**config.mk**
```make
export PLATFORM = sky130hd
export DESIGN_NAME = lcd_scanout
export DESIGN_NICKNAME = d
export VERILOG_FILES = /design/src/rtl/lcd_pkg.sv /design/src/rtl/lcd_line_map.sv /design/src/rtl/lcd_scanout.sv
export SDC_FILE = /design/constraint.sdc
export NUM_CORES = 1
export LEC_CHECK = 0
export BUFFER_PORTS_ARGS = -buffer_cell sky130_fd_sc_hd__buf_2
export CORE_ASPECT_RATIO = 0.5
export CORE_UTILIZATION = 24
export CTS_CLUSTER_SIZE = 14
export DETAILED_ROUTE_END_ITERATION = 8
export PLACE_DENSITY = 0.56
export SETUP_SLACK_MARGIN = 0.3
export SLEW_MARGIN = 25
export SYNTH_ARGS = -nofsm -noshare
export SYNTH_HDL_FRONTEND = slang
export SYNTH_SLANG_ARGS = --single-unit
```
**constraint.sdc**
```tcl
create_clock -name clk -period 4.3 [get_ports clk]
set_clock_uncertainty 0.1 [all_clocks]
set_input_delay 1.075 -clock clk [delete_from_list [all_inputs] [get_ports clk]]
set_output_delay 1.075 -clock clk [all_outputs]
set_load 0.01 [all_outputs]
```
**src/rtl/lcd_pkg.sv**
```systemverilog
`default_nettype none
// ============================================================================
// lcd_pkg : shared LCD geometry, scan-out state encoding and address helper
// Revision: 1.0
// ============================================================================
package lcd_pkg;

  localparam int LCD_COLS  = 132;
  localparam int LCD_W     = 96;
  localparam int LCD_H     = 64;
  localparam int LCD_PAGES = 9;

  typedef enum logic [1:0] {
    IDLE  = 2'd0,
    FETCH = 2'd1,
    WAIT  = 2'd2,
    EMIT  = 2'd3
  } scan_state_t;

  // Display RAM is page-major: each 8-line page occupies LCD_COLS bytes.
  function automatic logic [10:0] pixel_address(input logic [3:0] page,
                                                input logic [7:0] column);
    return 11'(int'(page) * LCD_COLS + int'(column));
  endfunction

endpackage
`default_nettype wire

```
**src/rtl/lcd_line_map.sv**
```systemverilog
`default_nettype none
// ============================================================================
// lcd_line_map : maps a visible row to its display RAM page and bit
// Revision: 1.0
// ============================================================================
module lcd_line_map (
  input  logic [5:0] y_i,
  input  logic [5:0] start_line_i,
  input  logic       row_order_i,
  output logic [2:0] page_o,
  output logic [2:0] bit_o
);

  logic [5:0] line;

  // 6-bit sum wraps mod 64, so page 8 is unreachable.
  always_comb begin
    line   = (row_order_i ? (6'd63 - y_i) : y_i) + start_line_i;
    page_o = line[5:3];
    bit_o  = line[2:0];
  end

endmodule
`default_nettype wire

```
**src/rtl/lcd_scanout.sv**
```systemverilog
`default_nettype none
// ============================================================================
// lcd_scanout : walks display RAM once per frame, emits a 1-bit pixel stream
// Revision: 1.0
// ============================================================================
module lcd_scanout
  import lcd_pkg::*;
#(
  parameter int WIDTH    = 96,
  parameter int HEIGHT   = 64,
  parameter int LCD_COLS = 132
) (
  input  logic        clk,
  input  logic        reset,
  input  logic        frame_start,
  input  logic [5:0]  start_line,
  input  logic        row_order,
  input  logic        display_enabled,
  input  logic        all_pixels_on,
  input  logic        invert_pixels,
  output logic        mem_rd,
  output logic [10:0] mem_addr,
  input  logic [7:0]  mem_data,
  output logic        pix_valid,
  input  logic        pix_ready,
  output logic        pix_data,
  output logic [6:0]  pix_x,
  output logic [5:0]  pix_y,
  output logic        pix_last,
  output logic        busy,
  output logic        frame_done
);

  localparam logic [6:0] X_LAST = 7'(WIDTH - 1);
  localparam logic [5:0] Y_LAST = 6'(HEIGHT - 1);

  scan_state_t state_q, state_d;
  logic [6:0]  x_q, x_d;
  logic [5:0]  y_q, y_d;
  logic [5:0]  start_line_q, start_line_d;
  logic        row_order_q, row_order_d;
  logic        enabled_q, enabled_d;
  logic        all_on_q, all_on_d;
  logic        invert_q, invert_d;
  logic        pix_q, pix_d;
  logic        done_q, done_d;

  logic [2:0]  page;
  logic [2:0]  bit_sel;
  logic        at_last;

  lcd_line_map u_line_map (
    .y_i          (y_q),
    .start_line_i (start_line_q),
    .row_order_i  (row_order_q),
    .page_o       (page),
    .bit_o        (bit_sel)
  );

  assign at_last = (x_q == X_LAST) && (y_q == Y_LAST);

  always_ff @(posedge clk) begin
    if (reset) begin
      state_q      <= IDLE;
      x_q          <= '0;
      y_q          <= '0;
      start_line_q <= '0;
      row_order_q  <= 1'b0;
      enabled_q    <= 1'b0;
      all_on_q     <= 1'b0;
      invert_q     <= 1'b0;
      pix_q        <= 1'b0;
      done_q       <= 1'b0;
    end else begin
      state_q      <= state_d;
      x_q          <= x_d;
      y_q          <= y_d;
      start_line_q <= start_line_d;
      row_order_q  <= row_order_d;
      enabled_q    <= enabled_d;
      all_on_q     <= all_on_d;
      invert_q     <= invert_d;
      pix_q        <= pix_d;
      done_q       <= done_d;
    end
  end

  always_comb begin
    state_d      = state_q;
    x_d          = x_q;
    y_d          = y_q;
    start_line_d = start_line_q;
    row_order_d  = row_order_q;
    enabled_d    = enabled_q;
    all_on_d     = all_on_q;
    invert_d     = invert_q;
    pix_d        = pix_q;
    done_d       = 1'b0;
    unique case (state_q)
      IDLE: begin
        if (frame_start) begin
          start_line_d = start_line;
          row_order_d  = row_order;
          enabled_d    = display_enabled;
          all_on_d     = all_pixels_on;
          invert_d     = invert_pixels;
          x_d          = '0;
          y_d          = '0;
          state_d      = FETCH;
        end
      end
      FETCH: state_d = WAIT;
      WAIT: begin
        // RAM is still read with the display off so frame timing never changes.
        if (!enabled_q)    pix_d = 1'b0;
        else if (all_on_q) pix_d = 1'b1;
        else               pix_d = mem_data[bit_sel] ^ invert_q;
        state_d = EMIT;
      end
      EMIT: begin
        if (pix_ready) begin
          if (at_last) begin
            x_d     = '0;
            y_d     = '0;
            done_d  = 1'b1;
            state_d = IDLE;
          end else if (x_q == X_LAST) begin
            x_d     = '0;
            y_d     = y_q + 6'd1;
            state_d = FETCH;
          end else begin
            x_d     = x_q + 7'd1;
            state_d = FETCH;
          end
        end
      end
      default: state_d = IDLE;
    endcase
  end

  assign mem_rd     = (state_q == FETCH);
  assign mem_addr   = (state_q == FETCH) ? 11'(int'(page) * LCD_COLS + int'(x_q)) : '0;
  assign pix_valid  = (state_q == EMIT);
  assign pix_data   = pix_q;
  assign pix_x      = x_q;
  assign pix_y      = y_q;
  assign pix_last   = (state_q == EMIT) && at_last;
  assign busy       = (state_q != IDLE);
  assign frame_done = done_q;

endmodule
`default_nettype wire

```
==> impl.org, run 1 <==
** Global route
- The number of antenna violations at the first check in global routing was 0.
- Wire length of the first global-routing pass :: roughly 7400 um
- Global routing used 11.2% of the available tracks.
- Vias in the first global route :: around 1600
- Grt total ovfl :: 0
- Maximum number of pins on one net before global-route repair :: 25

** STA
- Headroom to the max-slew limit came out at between 60% and 70%.
- Period utilization :: between 90 and 100%
- Slew Limit Fails :: 0
- Fmax :: 233 MHz
- Setup violations remaining at the end of the flow were counted as 0.
- At the pin with the least slew margin, the transition time is a little under 0.5 ns.
- Final hold slack :: 0.368 ns
- RSZ-0062 raised after global routing :: true
- Final hold viol count :: 0
- The routed design could run at a clock period as short as about 4.3 ns.

** Critical path
- The critical path starts at pix_y[1].
- FF-to-FF path depth :: 10
- The startpoint identified for the worst register-to-register timing path is row_order_q.
- Required time at the endpoint of the critical path :: roughly 3.1 ns
- STA puts the critical path data arrival time at about 3.1 ns.
- By startpoint and endpoint, the worst setup path is classified as register to primary output.
- Setup slack on the worst reg-to-reg path comes out at 1.89 ns.
- STA classifies the critical path startpoint as a register.
- Along the worst path, the maximum fanout reaches 3.
- STA classifies the critical path endpoint as a primary output.
- Reg2reg end :: pix_data

** Cells and area
- The finished cells cover roughly 2600 sq um.
- In the final layout, the share of cells above drive strength 1 is between 30% and 40%.
- Synth-to-Final Area Change :: 37.9%
- The number of antenna diodes in the final layout is 0.
- At the end of the flow, the number of nets in the layout was around 330.

** Floorplanning
- Core Rows :: 22
- In this run the horizontal extent of the chip is ~130 um.
- Initial cell density of the core :: 25.1%
- The total area inside the core boundary comes to roughly 7400 sq um.
- For this design the top-level I/O count stands at 52.
- The floorplan step defined a die boundary enclosing a little over 8000 sq um.
- From bottom edge to top edge, the die measures approximately 64 um.

** Hold path
- In this run the most critical hold path is launched from start_line_q[5].
- The min-delay analysis places its worst path in the category register to register.
- The worst hold path terminates at start_line_q[5].
- The worst hold path was traced through 2 stages.

** Yosys
- Synthesized-area fraction occupied by xor and xnor cells :: approximately 11%
- Synthesized area :: 1860 sq um
- After synthesis, flip-flops and latches occupy 29.1% of the total area.
- Post-synthesis average cell area :: roughly 8.4 sq um
- Summing the areas of all and, or, nand and nor instances in the mapped netlist gives a little over a quarter of the synthesized area.
- The synthesized netlist devotes approximately 12% of its cell area to compound gates.
- For this run, the number of Yosys warnings is 0.
- The synthesized design contains 27 register bits.
- Multiplexer area fraction after synthesis :: under 10%
- Of all flip-flops after synthesis, the portion carrying an async set or reset was 0%.
- Instance count of the mapped netlist :: around 220
- Library cell occupying the most area in the post-synthesis netlist :: dfxtp_1
- The number of different library cells used by synthesis comes to between 40 and 50.
- The share of synthesized area in the top cell type comes to 29.1%.
- By area, the combinational part of the netlist is dominated by simple AND/OR/NAND/NOR gates.
- Post-synthesis net count :: roughly 260
- After Yosys synthesis, full adders, half adders and majority gates account for between 10% and 20% of the synthesized area.
- After synthesis, the cell types taking the most area are dfxtp_1 (29%), ha_1 (11%), nand2_1 (7.1%).
- Dominant register cell in the synthesized netlist :: dfxtp_1
- Number of flops mapped to enable cells by yosys :: 0

** Place
- Area post-placement :: between 2000 and 2500 sq um
- Routability-driven placement finished with a final weighted congestion of roughly 0.79.
- Port buffer count :: 51
- Once detailed placement completed, the half-perimeter wirelength came to 3590 um.

** Clocking
- Clock-pin slew of the registers on the worst-case setup and hold paths :: about 0.07 ns
- For this design, the sink count on the clock tree is 27.
- TritonCTS built the clock tree.
- CTS built an H-tree with a depth of 1.
- Post-cts hold buffer count :: 0
- For the worst-skew pair, the clock arrives at the later sink with an insertion delay of about 0.26 ns.
- The clock passes through at most 2 buffers.
- CTS placed an instance of clkbuf_16 at the clock tree root.
- CTS buffer count :: 3

** Route
- Detailed Routing Iterations Pass 1 :: 4
- Post-route DRC violation count :: 0
- Via count normalized by instance count :: between 4 and 5
- Total vias in the final route :: between 1500 and 2000
- Routed wire per std cell :: approximately 12 um
- For this block, the routed nets add up to between 4000 and 5000 um of wire.
- Final antenna-violating net count :: 0
- DRT iter0 DRCs :: 54

** Power
- Max rail drop VDD :: just over 100 uV
- Power spread over the standard cell area amounts to between 400 and 500 nW/um^2.
- In this run the static leakage power is 1.18 nW.

** Run
- MaxCap Viol Count :: 0

** Status
- The run finished with clean final reports.
-- registers in the layout, summed over array words and instances (netlist names) --
register / flops
invert_q: 1
start_line_q: 6
pix_data: 1
enabled_q: 1
all_on_q: 1
state_q: 2
row_order_q: 1
pix_x: 7
frame_done: 1
pix_y: 6
-- report_power, final --
part	internal (W)	switching, W	total [W]	leakage, nW
registers	0.000283	0.0000284	0.000312	0.220
clock network	0.000126	0.0000899	0.000216	0.0371
logic	0.000248	0.000319	0.000567	0.920
total	0.000658	0.000438	0.00110	1.18
-- metrics by stage --
step | power (W) | cells | setup TNS, ns | worst slack (ns) | util (%)
finish | 0.00110 | 386 | 0 | 0.00823 | 34.6
global route | 0.00118 | 386 | -0.441 | -0.163 | 34.6
CTS | 0.00109 | 379 | 0 | 0.0273 | 33.2
detailed placement | 0.000850 | 369 | 0 | 0.148 | 31.0
global placement | 0.000836 | 369 | 0 | 0.198 | 31.0
floorplan | 0.000716 | 221 | 0 | 0.302 | -
-- logic make-up after synthesis --
kind of cell    after synthesis
buf+inv                      16
flops                        27
mux                           5
compound gates               36
xor+xnor                     23
simple gates                 96
fa+ha+maj                    18
-- cells in the mapped netlist (4+ instances only) --
cell type / instances
and2_1: 8
and3_1: 4
ha_1: 16
xnor2_1: 11
nand3_1: 6
nand2_1: 35
nor3_1: 4
dfxtp_1: 27
o21ai_0: 5
nand4_1: 5
a21oi_1: 16
inv_1: 9
xor2_1: 12
nor2_1: 18
-- final cells by class --
| class | instances | area (sq um) |
|---|---|---|
| Clock buffer | 3 | 75.1 |
| Clock inverter | 1 | 7.51 |
| Fill cell | 732 | 4840 |
| Inverter | 9 | 33.8 |
| Multi-Input combinational cell | 178 | 1370 |
| Sequential cell | 27 | 544 |
| Tap cell | 96 | 120 |
| Timing Repair Buffer | 72 | 417 |
-- per-layer routing --
layer | vias up | wire [um] | GRT usage, %
met5 | - | 0 | 0
met4 | 0 | 33 | 3.16
met3 | 5 | 68 | 0.754
met1 | 856 | 2160 | 14.2
met2 | 18 | 2400 | 20.6
li1 | 894 | - | -
-- critical path: stages, from the launching register on --
cell      delay (ns)
dfxtp_1         0.34
xor2_2          0.19
ha_1            0.31
a211oi_4        0.31
nor3b_4         0.09
nor2_2          0.12
ha_1            0.19
inv_1           0.07
fa_2            0.38
nor2b_2         0.15
o211ai_1        0.12
nor3_2          0.22
xnor2_1         0.14
nor2_1          0.06
buf_2           0.14
-- worst max-delay path by stage --
stage | to | cells past startpoint
global placement | mem_addr[8] | 14
global route | mem_addr[8] | 14
finish | mem_addr[8] | 14
CTS | mem_addr[8] | 14
floorplan | mem_addr[8] | 14
detailed placement | mem_addr[8] | 14
-- what timing repair did --
item | 4_1_cts | 5_1_grt
gates resized for setup | 7 | 11
pin swaps | 8 | 8
endpoints found under the setup margin | 5 | 7
setup buffers | 6 | 7
-- cell usage in the layout, fill, tap and decap left out, types with 2 or more instances in the layout --
cell / n
a21o_1: 3
a21oi_1: 15
a21oi_2: 2
and2_1: 8
and3_1: 3
buf_2: 51
buf_4: 20
clkbuf_16: 3
dfxtp_1: 26
fa_2: 2
ha_1: 12
ha_4: 3
inv_1: 8
mux2i_1: 2
mux4_2: 2
nand2_1: 34
nand3_1: 5
nand3_2: 2
nand4_1: 5
nor2_1: 16
nor2_2: 3
nor2b_1: 2
nor3_1: 3
nor4_1: 3
o21ai_0: 4
xnor2_1: 10
xor2_1: 10
xor2_2: 2
No activity file was read; power rests on OpenSTA's default activity.
==> inputs of run 2 (changes only) <==
--- a/constraint.sdc
+++ b/constraint.sdc
@@ -4,2 +4,2 @@
 set_output_delay 1.075 -clock clk [all_outputs]
-set_load 0.01 [all_outputs]
+set_load 0.05 [all_outputs]
==> run 2 against run 1 <==
Against the previous run: core utilization increased by 1.3 points; sequential power about the same; cell count is 1.8% lower; global-route usage is 0.70 points higher; cell area up 3.7%; via count is 3.3% lower; count of clock-buffer cells in the layout unchanged; non-clock buffer count decreased by 7; routed wire length is 0.60% lower; fmax shrank 0.13%; critical path type unchanged.
==> impl.org, run 2 (synthesis gave the netlist of run 1 again) <==
** Status
- Outcome :: complete, no violations

** Cells and area
- The number of antenna diodes in the final layout is 0.
- Most common cell after layout, fill and taps aside :: buf_2
- The register with the most flip-flops in the layout has 7 of them.
- Synth-to-Final Area Change :: 43.0%
- With fillers left out, the area of the finished cells amounts to between 2000 and 3000 sq um.
- Cells with a size suffix above 1 make up between 40% and 50% of the layout.
- The layout has ~750 filler cells.
- After the last flow step, the layout net total stands at 324.
- Top library cells by usage in the layout, fill and taps aside :: buf_2 (43), nand2_1 (35), dfxtp_1 (21)
- The count of cells in the finished layout, fillers not included, comes to 379.

** Global route
- Maximum number of pins on one net before global-route repair :: 25
- The via count of the first global-routing pass was about 1700.
- The first global-routing pass estimated approximately 7800 um of wire.
- Grt total ovfl :: 0
- The number of antenna violations at the first check in global routing was 0.
- Global routing used a little under an eighth of the available tracks.

** Clocking
- TritonCTS clock tree :: done
- The tree is rooted in a clkbuf_16.
- Clock-pin slew was measured on the worst setup and hold paths at 0.07 ns.
- Maximum level of the CTS H-tree :: 1
- Clock tree synthesis inserted a total of 3 buffers.
- Counting every sink on the clock net gives 27.
- For the worst-skew pair, the clock arrives at the later sink with an insertion delay of 0.26 ns.
- The clock passes through at most 2 buffers.

** Route
- The first routing iteration left 79 violations.
- In this run the top signal layer used is met4.
- Detailed-routed wire length on met2 :: ~2200 um
- Post-route DRC violation count :: 0
- Routed wire per std cell :: roughly 12 um
- The detail route stage leaves a number of antenna-violating nets equal to 0.
- Total wire length :: about 4600 um
- The detailed router placed about 1700 vias in this run.
- Dividing the detail-routed via count by the number of cells gives 4.53.
- Detailed Routing Iterations Pass 1 :: 4
- The routed design uses around 65 um of met3 wire.
- M1 wire length :: 2280 um

** Power
- Max rail drop VDD :: around 160 uV
- The analysis attributes to cell leakage a power of approximately 1.2 nW.
- Power spread over the standard cell area amounts to about 470 nW/um^2.

** STA
- Final hold viol count :: 0
- Dividing the final minimum period by the clock period gives roughly 100%.
- Slew Limit Fails :: 0
- Measured against its own limit, the worst slew margin works out to ~66%.
- Final count of negative-setup-slack endpoints :: 0
- For the pin with the worst max-slew slack, the measured transition is 0.503 ns.
- The routed design could run at a clock period as short as between 4 and 5 ns.
- RSZ-0062 raised after global routing :: true
- Fmax :: 233 MHz

** Critical path
- Of all nets on the critical path, the largest fanout is 3.
- The worst setup path is of the register to primary output kind.
- STA puts the critical path data arrival time at between 3 and 4 ns.
- Element type at the critical path end :: primary output
- Data on the critical path is required at its endpoint by between 3 and 4 ns.
- Worst setup SP type :: register

** Place
- The number of placed instances, taps included, is around 370.
- Port buffering added 51 buffers.
- At the end of routability-driven placement, the weighted congestion stood at a little over 0.8.
- Hpwl dp :: 3720 um
- After detailed placement, the total cell area comes to 2390 sq um.

** Floorplanning
- The initial utilization of the core area, before any placement, comes to between 20% and 30%.
- The floorplan step defined a core boundary enclosing between 7000 and 8000 sq um.
- The floorplan step set the die height to approximately 64 um.
- In this run the horizontal extent of the chip is ~130 um.
- The floorplan step defined a die boundary enclosing 8120 sq um.
- I/O pin count :: 52
- The initialized floorplan defines 22 standard-cell rows.

** Run
- MaxCap Viol Count :: 0

** Hold path
- In this run the worst hold path is classified as register to register.
run 2: changes by cell type in the layout (fill, tap and decap cells not counted), moves of 3 or more:
cell	previous run	this run
buf_2	51	43
buf_4	20	14
buf_6	1	7
dfxtp_1	26	21
nor2_1	16	11
dfxtp_4	1	4
nor2_2	3	6
run 2: final cells by class:
type                    instances  area [sq um]  share of cell area, %
flip-flops and latches         27           558                   21.0
multi-input cells             178          1450                   54.6
clock inverters                 1          5.00                  0.188
inverters                       9          33.8                   1.27
well taps                      96           120                   4.52
repair buffers                 65           414                   15.6
clock buffers                   3          75.1                   2.82
run 2: metrics by stage:
step                      power (W)  setup WS [ns]  util [%]  hold WS, ns  setup TNS [ns]
after global placement     0.000968         0.0147      32.3        0.344               0
final                       0.00124        0.00255      35.9        0.370               0
after CTS                   0.00125        -0.0215      35.7        0.369         -0.0216
after detailed placement   0.000987        -0.0189      32.3        0.359         -0.0189
after global routing        0.00133         -0.150      35.9        0.386          -0.370
after floorplan            0.000852         0.0709         -        0.337               0
run 2: timing repair:
item | 4_1_cts | 5_1_grt
resized for setup | 26 | 4
pin swaps | 14 | 3
endpoints found under the setup margin | 7 | 8
endpoints found under the hold margin | 0 | 0
setup buffers | 7 | 1
hold buffers | 0 | 0
run 2: path summary, 6_finish.rpt:
path	startpoint	to	slack (ns)	cells after the start
worst min-delay path	invert_q	invert_q	0.37	2
worst min register to register	invert_q	invert_q	0.37	2
worst max-delay path	pix_y[0]	mem_addr[9]	0.003	14
worst max register to register	pix_y[0]	pix_data	1.90	8
run 2: power by group:
part / total [W] / internal, W / switching, W / leakage, nW
sequential: 0.000313 / 0.000283 / 0.0000295 / 0.224
clock: 0.000213 / 0.000126 / 0.0000877 / 0.0409
combinational: 0.000715 / 0.000275 / 0.000440 / 0.913
total: 0.00124 / 0.000684 / 0.000557 / 1.18
run 2: per-layer routing:
layer,vias to the layer above,GRT usage [%]
met1,812,15.3
met3,5,0.921
li1,883,-
met2,15,21.4
met5,-,0
met4,0,3.61
run 2: critical path: stages, from the launching register on:
cell and delay, ns:
dfxtp_4 0.35, xor2_2 0.17, ha_2 0.19, fa_2 0.37, a211oi_2 0.24, nor2_2 0.08
xor2_2 0.16, buf_6 0.13, ha_4 0.25, nand3_1 0.06, nand2_1 0.09, and3_4 0.24
nand4_1 0.16, mux2i_4 0.19, buf_6 0.18
==> inputs of run 3 (changes only) <==
- MAX_ROUTING_LAYER: default -> met4
- RECOVER_POWER: default -> 25
==> run 3 against run 2 <==
Against the previous run: count of clock-buffer cells in the layout stayed put; routed wire length is 0.39% higher; critical path depth stayed put; non-clock buffer count stayed put; sequential cell count stayed put; register-to-register slack hardly changed; core utilization hardly changed; combinational power hardly changed; global-route usage is 0.33 points higher; sequential share of layout area hardly changed; cell count stayed put; cell area hardly changed.
==> impl.org, run 3 (synthesis gave the netlist of run 1 again) <==
** Route
- Max Used Layer :: met4
- Detailed Routing Iterations Pass 1 :: 4
- Once detail routing completed, the nets flagged for antenna violations numbered 0.
- The routed layout has ~1700 vias.
- Total wire length :: roughly 4700 um
- Via count normalized by instance count :: approximately 4.5
- Wire length on met3 :: about 77 um
- Post-route DRC violation count :: 0
- DRT iter0 DRCs :: 74
- M1 wire length :: about 2300 um
- Routed wire per std cell :: 12.3 um
- Detailed-routed wire length on met2 :: between 2000 and 2500 um

** Cells and area
- Post-route design area :: 2660 sq um
- Register cell area after layout :: between 500 and 600 sq um
- Most common cell after layout, fill and taps aside :: buf_2
- The register with the most flip-flops in the layout has 7 of them.
- Synth-to-Final Area Change :: 42.9%
- Filler cells :: approximately 750
- The repair_antennas step left the layout with diodes totalling 0.
- At the end of the flow, the number of nets in the layout was around 320.
- Ratio of cells with drive above 1 in the final layout :: between 40% and 50%
- In the layout the commonest cells are buf_2 (41), nand2_1 (35), dfxtp_1 (21).
- Summing all multi-input logic gate instances after layout gives 1450 sq um.

** Power
- Part of the total power dissipated in sequential elements :: 25.2%
- In this run, the combinational gates consume about 57% of the power.
- The analysis attributes to cell leakage a power of ~1.2 nW.
- The clock network burns between 10% and 20% of the power.
- Net switching power figure :: 0.000556 W
- Net switching fraction of the power :: between 40% and 50%
- IR analysis of the VDD net gives a maximum drop of ~160 uV.
- The design draws around 0.0012 W.
- For this design the ratio of total power to cell area is roughly 470 nW/um^2.
- Cell internal power dissipation :: approximately 0.0007 W

** Clocking
- TritonCTS clock tree :: done
- Counting the buffers created by CTS gives 3.
- Post-cts hold buffer count :: 0
- Root buffer selected by CTS :: clkbuf_16
- Buffer levels on the longest clock path :: 2
- In this run the number of H-tree levels came out at 1.
- TritonCTS Sinks :: 27
- After clock tree synthesis, the clock-pin slew on the worst setup and hold paths is approximately 0.070 ns.
- Clock latency on the worst-skew pair, taken at its later pin, is 0.26 ns.

** Global route
- The via count of the first global-routing pass came to about 1700.
- The first global-routing pass estimated between 7000 and 8000 um of wire.
- Entering global routing, the biggest net connects 25 pins.
- Overall global routing resource usage :: 12.2%
- The number of antenna violations at the first check in global routing came to 0.
- Summed over all layers, the global routing overflow is 0.

** STA
- Worst setup slack after layout :: approximately 0.0030 ns
- Final hold slack :: roughly 0.37 ns
- Final count of negative-setup-slack endpoints :: 0
- The number of slew-limit violations in the final report is 0.
- Headroom to the max-slew limit came out at about a quarter.
- The smallest clock period supported by the final layout is computed as between 4 and 5 ns.
- After routing, the total negative slack on setup checks comes to 0 ns.
- Static timing analysis puts the maximum clock frequency at roughly 230 MHz.
- Period utilization :: between 90 and 100%
- Measured slew at the worst slew-check pin :: 1.10 ns
- The hold violation total from the final report is 0.
- Setup repair after global routing could not meet its margin everywhere.

** Critical path
- The critical path starts at pix_y[0].
- Measured in cells, the most critical reg-to-reg path has a length of 8.
- Kind of cell adding the most delay to the critical path :: adder cells
- Worst Path Arrival :: 3.12 ns
- The slowest stage of the critical path belongs to the cell fa_2.
- Worst setup SP type :: register
- The critical path is of the register to primary output type.
- Slack of the worst reg-to-reg path :: approximately 1.9 ns
- Stage delay of the slowest cell on the critical path :: approximately 0.37 ns
- For the worst setup path, the data required time is 3.12 ns.
- End of the critical path :: mem_addr[9]
- Crit. path cell count :: 14
- Launching point of the worst reg2reg path :: pix_y[0]
- Buffers & Inverters on Critical Path :: 2
- Reg2reg end :: pix_data
- Element type at the critical path end :: primary output
- The signal on the critical path passes through xor2_2 -> ha_2 -> fa_2 -> a211oi_2 -> nor2_2 -> xor2_2 -> buf_6 -> ha_4 -> nand3_1 -> nand2_1 -> and3_4 -> nand4_1 -> mux2i_4 -> buf_6.
- Worst-path maximum fanout :: 3

** Place
- Before CTS, the worst setup slack after placement is -0.0189 ns.
- Hpwl dp :: around 3700 um
- At the end of routability-driven placement, the weighted congestion stood at about 0.84.
- Once placement finished, the instance area stood at ~2400 sq um.
- The count of buffers added on input and output ports is ~50.

** Floorplanning
- Once the floorplan was initialized, standard cells occupied roughly 25% of the core.
- Horiz. Die Dim :: between 100 and 150 um
- I/O pin count :: between 50 and 60
- The total area inside the core boundary comes to about 7400 sq um.
- Row generation in the floorplan step produced 22 rows.
- Die Y-Extent :: about 64 um
- The floorplan step defined a die boundary enclosing between 8000 and 9000 sq um.

** Status
- Outcome :: complete, no violations

** Run
- MaxCap Viol Count :: 0

** Hold path
- Hold/Removal Path Class :: register to register
[run 3: layout make-up]
class,count,share of cell area [%]
clock inverter,1,0.189
tap,96,4.52
sequential,27,21.0
multi-input combinational,178,54.7
clock buffer,3,2.83
inverter,9,1.27
timing repair buffer,65,15.5
[run 3: worst min path at each step]
stage                     startpoint         to  slack (ns)  cells after the start
after floorplan             all_on_q   all_on_q        0.34                      2
after CTS                   invert_q   invert_q        0.37                      2
final                       invert_q   invert_q        0.37                      2
after global routing       enabled_q  enabled_q        0.39                      2
after detailed placement    invert_q   invert_q        0.36                      2
after global placement      all_on_q   all_on_q        0.34                      2
[run 3: timing repair]
action / in CTS / in global routing
pin swaps: 14 / 3
endpoints found under the setup margin: 7 / 8
resized for setup: 26 / 4
setup buffers: 7 / 1
[run 3: metal layers]
metal / up-vias / GRT usage (%)
li1: 880 / -
met5: - / -
met2: 21 / 21.4
met3: 5 / 0.838
met4: 0 / 3.61
met1: 815 / 15.3
[run 3: power groups by stage]
stage / sequential, W / clock (W) / combinational, W
global route: 0.000318 / 0.000230 / 0.000778
CTS: 0.000311 / 0.000220 / 0.000721
detailed placement: 0.000319 / 0 / 0.000668
global placement: 0.000318 / 0 / 0.000650
finish: 0.000313 / 0.000214 / 0.000713
floorplan: 0.000337 / 0 / 0.000515
[run 3: worst reg2reg max path, stage by stage, from the launching register on]
cell     delay [ns]
dfxtp_4        0.35
xor2_2         0.17
ha_2           0.19
fa_2           0.56
mux4_2         0.28
mux2i_1        0.27
xnor2_1        0.17
nand3_1        0.09
a21oi_1        0.14
[run 3: through the flow]
step / util, % / std cells
detailed placement: 32.3 / 367
floorplan: - / 221
global placement: 32.3 / 367
finish: 35.9 / 379
CTS: 35.7 / 378
global route: 35.9 / 379
